### config.mk
export PLATFORM = sky130hd
export DESIGN_NAME = random_pool_reader
export DESIGN_NICKNAME = d
export VERILOG_FILES = /design/src/rtl/random_pool_reader_pkg.sv /design/src/rtl/random_pool_reader_pool_shift_reg.sv /design/src/rtl/random_pool_reader.sv
export SDC_FILE = /design/constraint.sdc
export NUM_CORES = 1
export LEC_CHECK = 0
export ABC_AREA = 1
export BUFFER_PORTS_ARGS = -buffer_cell sky130_fd_sc_hd__buf_2
export CORE_MARGIN = 4
export CORE_UTILIZATION = 48
export DETAILED_ROUTE_END_ITERATION = 10
export GPL_ROUTABILITY_DRIVEN = 0
export PLACE_DENSITY = 0.76
export REMOVE_ABC_BUFFERS = 1
export SLEW_MARGIN = 30
export SYNTH_ARGS = -nofsm -noshare
export SYNTH_HDL_FRONTEND = slang
export SYNTH_SLANG_ARGS = --single-unit
### constraint.sdc
create_clock -name clock -period 3.61 [get_ports clock]
set_clock_uncertainty 0.1 [all_clocks]
set_input_delay 0.722 -clock clock [delete_from_list [all_inputs] [get_ports clock]]
set_output_delay 0.722 -clock clock [all_outputs]
set_load 0.01 [all_outputs]
### src/rtl/random_pool_reader_pkg.sv
`default_nettype none
// ============================================================================
// Module   : random_pool_reader_pkg
// Brief    : Shared widths and state encoding for the randomness pool reader.
// Revision : 1.0
// ============================================================================
package random_pool_reader_pkg;

    localparam int POOL_WIDTH_DEFAULT = 512;
    localparam int WORD_WIDTH_DEFAULT = 32;
    localparam int WORDS_PER_POOL     = POOL_WIDTH_DEFAULT / WORD_WIDTH_DEFAULT;

    localparam logic [0:0] ST_EMPTY  = 1'b0;
    localparam logic [0:0] ST_LOADED = 1'b1;

    // Width of a words-remaining counter that can hold the full word count.
    function automatic int left_width(input int pool_w, input int word_w);
        return $clog2(pool_w / word_w) + 1;
    endfunction

endpackage
`default_nettype wire

### src/rtl/random_pool_reader_pool_shift_reg.sv
`default_nettype none
// ============================================================================
// Module   : pool_shift_reg
// Brief    : Load/shift register for the pool; consumed words zero-filled.
// Revision : 1.0
// ============================================================================
module pool_shift_reg
    import random_pool_reader_pkg::*;
#(
    parameter int POOL_WIDTH = POOL_WIDTH_DEFAULT,
    parameter int WORD_WIDTH = WORD_WIDTH_DEFAULT,
    parameter int LEFT_WIDTH = left_width(POOL_WIDTH, WORD_WIDTH)
) (
    input  logic                  clock,
    input  logic                  reset,
    input  logic                  load,
    input  logic                  shift,
    input  logic [POOL_WIDTH-1:0] pool_in,
    output logic [WORD_WIDTH-1:0] word_out,
    output logic [LEFT_WIDTH-1:0] words_left
);

    localparam logic [LEFT_WIDTH-1:0] c_full = LEFT_WIDTH'(POOL_WIDTH / WORD_WIDTH);
    localparam logic [LEFT_WIDTH-1:0] c_one  = {{(LEFT_WIDTH-1){1'b0}}, 1'b1};

    logic [POOL_WIDTH-1:0] r_sreg;
    logic [LEFT_WIDTH-1:0] r_left;

    // Load beats shift so a coincident new pool lands unshifted.
    always_ff @(posedge clock) begin
        if (reset) begin
            r_sreg <= '0;
            r_left <= '0;
        end else if (load) begin
            r_sreg <= pool_in;
            r_left <= c_full;
        end else if (shift && (r_left != '0)) begin
            r_sreg <= r_sreg >> WORD_WIDTH;
            r_left <= r_left - c_one;
        end
    end

    assign word_out   = r_sreg[WORD_WIDTH-1:0];
    assign words_left = r_left;

endmodule
`default_nettype wire

### src/rtl/random_pool_reader.sv
`default_nettype none
// ============================================================================
// Module   : random_pool_reader
// Brief    : Captures the extractor pool and streams it out word by word.
// Revision : 1.0
// ============================================================================
module random_pool_reader
    import random_pool_reader_pkg::*;
#(
    parameter int POOL_WIDTH = POOL_WIDTH_DEFAULT,
    parameter int WORD_WIDTH = WORD_WIDTH_DEFAULT,
    parameter int CNT_WIDTH  = 16
) (
    input  logic                                          clock,
    input  logic                                          reset,
    input  logic                                          pool_ready,
    input  logic [POOL_WIDTH-1:0]                         pool,
    output logic                                          word_valid,
    input  logic                                          word_ready,
    output logic [WORD_WIDTH-1:0]                         word,
    output logic [left_width(POOL_WIDTH, WORD_WIDTH)-1:0] words_left,
    output logic                                          empty,
    output logic                                          overrun,
    output logic [CNT_WIDTH-1:0]                          pools_received
);

    localparam int                      c_left_width = left_width(POOL_WIDTH, WORD_WIDTH);
    localparam logic [c_left_width-1:0] c_left_one   = {{(c_left_width-1){1'b0}}, 1'b1};
    localparam logic [CNT_WIDTH-1:0]    c_cnt_one    = {{(CNT_WIDTH-1){1'b0}}, 1'b1};

    logic [0:0]              r_state;
    logic                    r_overrun;
    logic [CNT_WIDTH-1:0]    r_pools;

    logic                    w_consume;
    logic                    w_shift;
    logic                    w_last;
    logic                    w_overrun_evt;
    logic [c_left_width-1:0] w_words_left;
    logic [WORD_WIDTH-1:0]   w_word;

    assign w_consume = (r_state == ST_LOADED) && word_ready;
    assign w_shift   = w_consume && !pool_ready;
    assign w_last    = (w_words_left == c_left_one);

    // Undelivered old words are lost when a new pool arrives.
    assign w_overrun_evt = pool_ready &&
                           ((w_words_left > c_left_one) || (w_last && !word_ready));

    pool_shift_reg #(
        .POOL_WIDTH (POOL_WIDTH),
        .WORD_WIDTH (WORD_WIDTH),
        .LEFT_WIDTH (c_left_width)
    ) u_shift_reg (
        .clock      (clock),
        .reset      (reset),
        .load       (pool_ready),
        .shift      (w_shift),
        .pool_in    (pool),
        .word_out   (w_word),
        .words_left (w_words_left)
    );

    always_ff @(posedge clock) begin
        if (reset) begin
            r_state <= ST_EMPTY;
        end else if (pool_ready) begin
            r_state <= ST_LOADED;
        end else if (w_shift && w_last) begin
            r_state <= ST_EMPTY;
        end
    end

    always_ff @(posedge clock) begin
        if (reset) begin
            r_overrun <= 1'b0;
            r_pools   <= '0;
        end else begin
            if (w_overrun_evt) begin
                r_overrun <= 1'b1;
            end
            if (pool_ready && (r_pools != '1)) begin
                r_pools <= r_pools + c_cnt_one;
            end
        end
    end

    assign word_valid     = (r_state == ST_LOADED);
    assign empty          = (r_state == ST_EMPTY);
    assign word           = w_word;
    assign words_left     = w_words_left;
    assign overrun        = r_overrun;
    assign pools_received = r_pools;

endmodule
`default_nettype wire

==> qor.txt, run 1 <==
Status -> completed
# fillers -> 4994
Clock root cell -> clkbuf_16
RSZ-0062 raised after global routing -> false
CTS tree -> yes
Largest area contributor in the netlist -> dfxtp_1
Sw Ratio -> 25.2%
PD cells -> 468 nW/um2
Worst-path clk slew -> 0.06 ns
CP startpoint kind -> register
Seq/Total Area, Yosys -> 42.9%
Routed wire length per instance -> 13.8 um
Finished Core Util -> 57.5%
CTS Buffer Depth -> 3
Simple logic cell fraction of the synthesized area -> 32.1%
Clock power frac -> 41.5%
Iter 0 DRT Violations -> 1810
Post-CTS Setup Bufs -> 0
Number of synthesized flops with an enable pin -> 0
Post-route clock period utilization -> 69.9%
Die W -> 236 um
Synth Area in Compound Gates -> 13.8%
Critical path endpoint category -> register
Share of the synthesized area in the top cell type -> 42.9%
CTS Buf Count -> 56
Clock sink count -> 535
Worst-path cell chain -> inv_1, ha_1, nand2_1, o21a_4, nor2_8, buf_12, o21ai_0, nand2_1, inv_1
Fin. max-slew vios -> 0
Yosys reg bits -> 535
YS warnings -> 0
Detailed Routing Iterations Pass 1 -> 7
Rel. slew slack -> 35.7%
Rows -> 83
Largest family of logic cells by synthesized area -> simple AND/OR/NAND/NOR gates
Detailed Place HPWL -> 45600 um
Peak VDD IR -> 372 uV
IO Count -> 572
Fin. Hold Viols -> 0
# DRC -> 0
Setup TNS -> 0 ns
Leak -> 15.0 nW
Comb power frac -> 12.1%
Post-DRT Antenna Nets -> 0
# resized after CTS -> 0
Clk_lat worst skew -> 0.60 ns
H-tree levels -> 2
Internal power -> 10.3 mW
Worst EP required -> 3.99 ns
Psw -> 3.49 mW
HP Class -> input port to register
Area contributors post-synth -> dfxtp_1, nand2_1, nor2_1
Via count -> 24600
Number of global-route vias before repair -> 22500
Top FF cell, synth -> dfxtp_1
CORE AREA -> 51400 um2
Synth Cell Area -> 25000 um2
Area Growth Syn to Fin -> 18.4%
Crit path largest cell delay -> 0.42 ns
DP Cell Count -> 4931
Post-synthesis adder-cell area fraction -> 0.150%
Async set-reset flop share out of synthesis -> 0%
Final Critical Period -> 2.52 ns
Most common cell in the netlist -> nand2_1
Top cell types by occurrence after synthesis -> nand2_1, nor2_1, dfxtp_1
Slowest library cell on the worst path -> nor2_8
Gate Count Post-Synth -> 3943
Layout cells sized above 1 -> 15.9%
Initial Util -> 48.5%
Antenna violations before repair -> 25
Synth Area in XOR/XNOR -> 0.246%
WS Path Type -> register to register
Die area -> 55700 um2
Final std cells w/o fill -> 5040
Slew @ Worst Pin -> 0.964 ns
Largest net degree at the start of global routing -> 226
Peak Freq -> 0.396 GHz
Crit path max-delay family -> simple AND/OR/NAND/NOR gates
Buffer and inverter count on the worst path -> 3
I/O Buffers -> 571
Yosys cell types -> 28
Hold-fix buffers, CTS -> 0
Reg power frac -> 46.4%
GR Util All Layers -> 23.6%
Die H -> 236 um
Total Nets Final -> 4829
Max-cap violations -> 0
Crit path max fanout -> 110
First-pass GRT wire length -> 112000 um
Remaining Overflow, GRT -> 0
Post-synthesis mux area share -> 0%
CP Data Arrival Time -> 2.90 ns
Post-DR vias/cell -> 4.89
Finish-stage setup viols -> 0
Syn Area/Cell -> 6.33 um2
Total Wirelength -> 69800 um
## worst register-to-register path, delay by kind of cell (launching register included)
family	cells	cell delay, ns
compound gates	2	0.55
fa+ha+maj	1	0.20
buf+inv	3	0.59
flops	1	0.36
simple gates	3	0.61
## cell type report
| type | instances | area (um2) | area share (%) |
|---|---|---|---|
| multi-input combinational | 2799 | 11600 | 39.2 |
| tap | 680 | 851 | 2.88 |
| clock buffer | 83 | 1650 | 5.57 |
| clock inverter | 13 | 180 | 0.610 |
| timing repair buffer | 603 | 3350 | 11.3 |
| sequential | 535 | 10700 | 36.3 |
| antenna | 12 | 30.0 | 0.102 |
| inverter | 315 | 1190 | 4.05 |
## layout by cell type (no fill, tap or decap), types with 2 or more instances in the layout
cell,count
nor2_1,630
inv_1,312
o21ai_1,106
buf_12,17
bufinv_16,4
clkinv_2,7
nand2_1,1430
buf_4,14
nand3_1,33
dfxtp_1,535
clkbuf_16,58
diode_2,12
xor2_1,4
a21oi_1,372
clkbuf_8,10
clkbuf_1,15
xnor2_1,3
nand4_1,7
inv_6,2
a21boi_0,11
ha_1,3
o21ai_0,190
buf_2,569
## stage by stage
stage          power, mW  cell area (um2)  hold slack (ns)  worst slack [ns]
6_report            13.8            29500            0.277              1.09
5_1_grt             14.4            29500            0.259             0.858
2_1_floorplan       7.44            23400            0.335             -3.91
3_5_place_dp        8.19            27700            0.347             0.887
3_3_place_gp        8.16            27700            0.341             0.908
4_1_cts             13.9            29500            0.236              1.11
## power groups by stage
stage / clock [mW] / sequential (mW) / combinational, mW
final: 5.74 / 6.41 / 1.67
after detailed placement: 0 / 6.53 / 1.66
after floorplan: 0 / 6.50 / 0.939
after global placement: 0 / 6.52 / 1.64
after CTS: 5.87 / 6.40 / 1.67
after global routing: 6.09 / 6.44 / 1.92
## cell families (layout without fill, tap and decap cells)
group | after synthesis | in the layout
AOI/OAI and AO/OA | 682 | 682
xor gates and xnor gates | 7 | 7
adders and majority gates | 3 | 3
buffers and inverters | 609 | 1014
DFF | 535 | 535
other | 0 | 12
and+or+nand+nor | 2107 | 2107
## registers in the layout (all words and copies together) (netlist names)
name and flops:
u_shift_reg.r_sreg 512, u_shift_reg.words_left 5, word_valid 1, overrun 1, pools_received 16
## worst paths after layout
path                                           to                                    from  slack [ns]  cells after the start
min          u_shift_reg.r_sreg[480]$_SDFFE_PP0P_                               pool[480]        0.28                      3
min reg2reg                  overrun$_SDFFE_PP0P_                    overrun$_SDFFE_PP0P_        0.36                      2
max           u_shift_reg.r_sreg[45]$_SDFFE_PP0P_  u_shift_reg.words_left[0]$_SDFFE_PP0P_        1.09                      9
max reg2reg   u_shift_reg.r_sreg[45]$_SDFFE_PP0P_  u_shift_reg.words_left[0]$_SDFFE_PP0P_        1.09                      9
## per-layer routing
layer / routed length (um) / GRT usage (%) / part of all wire (%)
met2: 33200 / 39.2 / 48
met5: 198 / 0 / 0.28
met4: 1690 / 7.07 / 2.4
met3: 5400 / 5.74 / 7.7
met1: 29300 / 30.7 / 42
No activity file was read; power rests on OpenSTA's default activity.
==> run 2, diff against run 1 <==
==> constraint.sdc (replaced) <==
create_clock -name clock -period 2.6 [get_ports clock]
set_clock_uncertainty 0.1 [all_clocks]
set_input_delay 0.52 -clock clock [delete_from_list [all_inputs] [get_ports clock]]
set_output_delay 0.52 -clock clock [all_outputs]
set_load 0.01 [all_outputs]
==> run 2 against run 1 <==
Effect of this change: clock-buffer cell count is 2 higher; combinational power rose by 42%; design area is 0.85% higher; largest power group unchanged; hold slack worse by 0.20 ns; die area did not move; global-route usage decreased by 0.15 points; final cell count is 0.44% higher; highest routed layer unchanged; via count rose by 0.43%.
==> qor.txt, run 2 (same netlist as run 1, synthesis figures left out) <==
Status -> completed
Post-DRT Antenna Nets -> 0
Crit path max fanout -> 96
# resized after CTS -> 0
Die area -> 55700 um2
Worst EP required -> 3.01 ns
CP startpoint kind -> register
# fillers -> 4972
Worst r2r src -> u_shift_reg.words_left[0]$_SDFFE_PP0P_
Area Growth Syn to Fin -> 19.4%
Power, Total -> 19.3 mW
Detailed Place HPWL -> 47700 um
PD cells -> 646 nW/um2
RSZ-0062 raised after global routing -> false
Largest register by flop count -> u_shift_reg.r_sreg
FF/Latch Area -> 10700 um2
Total Nets Final -> 4853
Peak VDD IR -> 454 uV
Rel. slew slack -> 40.8%
DR top layer -> met5
GR Util All Layers -> 23.5%
Worst-path clk slew -> 0.06 ns
WS Path Type -> register to register
Clock root cell -> clkbuf_16
Post-route clock period utilization -> 87.4%
RR Endpoint -> u_shift_reg.r_sreg[20]$_SDFFE_PP0P_
Rows -> 83
Wl on met1 -> 29400 um
Hold EP -> u_shift_reg.r_sreg[502]$_SDFFE_PP0P_
Worst-path cell chain -> inv_1, ha_1, nand2_1, o21a_4, buf_12, buf_4, a21boi_0, a21oi_1
Combined area of the multi-input logic cells -> 11600 um2
Commonest cells after routing, fill and taps aside -> nand2_1, nor2_1, buf_2, dfxtp_1, a21oi_1
Die H -> 236 um
Layout cells sized above 1 -> 16.5%
Worst Hold Launch -> pool[502]
First-pass GRT wire length -> 111000 um
DP Cell Count -> 4958
HP Class -> input port to register
Finish-stage setup viols -> 0
CTS Buffer Depth -> 3
Die W -> 236 um
Remaining Overflow, GRT -> 0
H-tree levels -> 2
Critical path endpoint category -> register
Fin. Hold Viols -> 0
Total Wirelength -> 69600 um
Crit path largest cell delay -> 0.40 ns
Post-DR vias/cell -> 4.89
Final std cells w/o fill -> 5062
Routed wl met2 -> 33100 um
R2R setup slack -> 0.33 ns
Antenna violations before repair -> 18
Hold-fix buffers, CTS -> 0
CORE AREA -> 51400 um2
Largest net degree at the start of global routing -> 226
Leak -> 15.2 nW
Final Critical Period -> 2.27 ns
I/O Buffers -> 571
Hold depth -> 3
Crit path max-delay family -> buffers and inverters
WL met3 -> 4990 um
Clk_lat worst skew -> 0.59 ns
Fin. max-slew vios -> 0
Leading cell type in the layout, fill and taps excluded -> nand2_1
WHS -> 0.0768 ns
Slowest library cell on the worst path -> dfxtp_1
Buffer and inverter count on the worst path -> 3
IO Count -> 572
Final WS setup -> 0.329 ns
Via count -> 24800
Routed wire length per instance -> 13.8 um
CTS tree -> yes
Slew @ Worst Pin -> 0.888 ns
Initial Util -> 48.5%
Cell count along the critical path -> 8
Reg2reg path depth -> 8
Number of global-route vias before repair -> 22400
CTS Buf Count -> 54
Detailed Routing Iterations Pass 1 -> 7
Max-cap violations -> 0
CP Data Arrival Time -> 2.68 ns
Largest register FFs -> 512
# DRC -> 0
Clock sink count -> 535
Place WS -> 0.287 ns
Peak Freq -> 0.440 GHz
Finished Core Util -> 57.9%
Iter 0 DRT Violations -> 1978
Post-CTS Setup Bufs -> 0
-- run 2: changes by cell type in the layout (fill, tap and decap cells not counted), moves of 2 or more --
cell,delta
clkinv_2,-4
clkbuf_1,-4
clkbuf_8,+9
buf_12,+6
buf_4,+21
clkbuf_16,-3
diode_2,-2
-- run 2: where the power goes --
group	internal, mW	total (mW)	leakage (nW)	switching (mW)
Combinational	0.950	2.37	9.86	1.42
Clock	4.79	7.99	0.900	3.20
Sequential	8.68	8.89	4.41	0.212
Total	14.4	19.3	15.2	4.83
-- run 2: worst reg2reg max path, stage by stage, from the launching register on --
cell and delay, ns:
dfxtp_1 0.40, inv_1 0.10, ha_1 0.23, nand2_1 0.11, o21a_4 0.18, buf_12 0.32, buf_4 0.44, a21boi_0 0.15
a21oi_1 0.15
-- run 2: area by class of cell --
| type | count | area share (%) |
|---|---|---|
| multi-input cells | 2799 | 38.9 |
| flip-flops and latches | 535 | 36.0 |
| repair buffers | 629 | 12.1 |
| clock buffers | 85 | 5.64 |
| inverters | 315 | 4.01 |
| well taps | 680 | 2.86 |
| clock inverters | 9 | 0.508 |
| diodes | 10 | 0.0840 |
-- run 2: per-layer routing --
metal	track usage (%)	up-vias
met5	0	-
met3	5.27	136
li1	-	12900
met4	7.62	22
met2	39.3	689
met1	30.2	11000
-- run 2: how the worst max path moves through the flow --
| stage | startpoint | to | slack, ns |
|---|---|---|---|
| 4_1_cts | u_shift_reg.words_left[0]$_SDFFE_PP0P_ | u_shift_reg.r_sreg[20]$_SDFFE_PP0P_ | 0.37 |
| 3_3_place_gp | word_ready | u_shift_reg.r_sreg[56]$_SDFFE_PP0P_ | 0.35 |
| 5_1_grt | u_shift_reg.words_left[0]$_SDFFE_PP0P_ | u_shift_reg.r_sreg[409]$_SDFFE_PP0P_ | 0.1 |
| 3_5_place_dp | word_ready | u_shift_reg.r_sreg[20]$_SDFFE_PP0P_ | 0.29 |
| 2_1_floorplan | u_shift_reg.words_left[0]$_SDFFE_PP0P_ | u_shift_reg.r_sreg[362]$_SDFFE_PP0P_ | -4.81 |
| 6_report | u_shift_reg.words_left[0]$_SDFFE_PP0P_ | u_shift_reg.r_sreg[20]$_SDFFE_PP0P_ | 0.33 |
-- run 2: per-stage QoR --
stage                TNS, ns  cell area, um2
floorplan           -2384.25           23400
global placement           0           27900
detailed placement         0           27900
CTS                        0           29800
global route               0           29800
finish                     0           29800
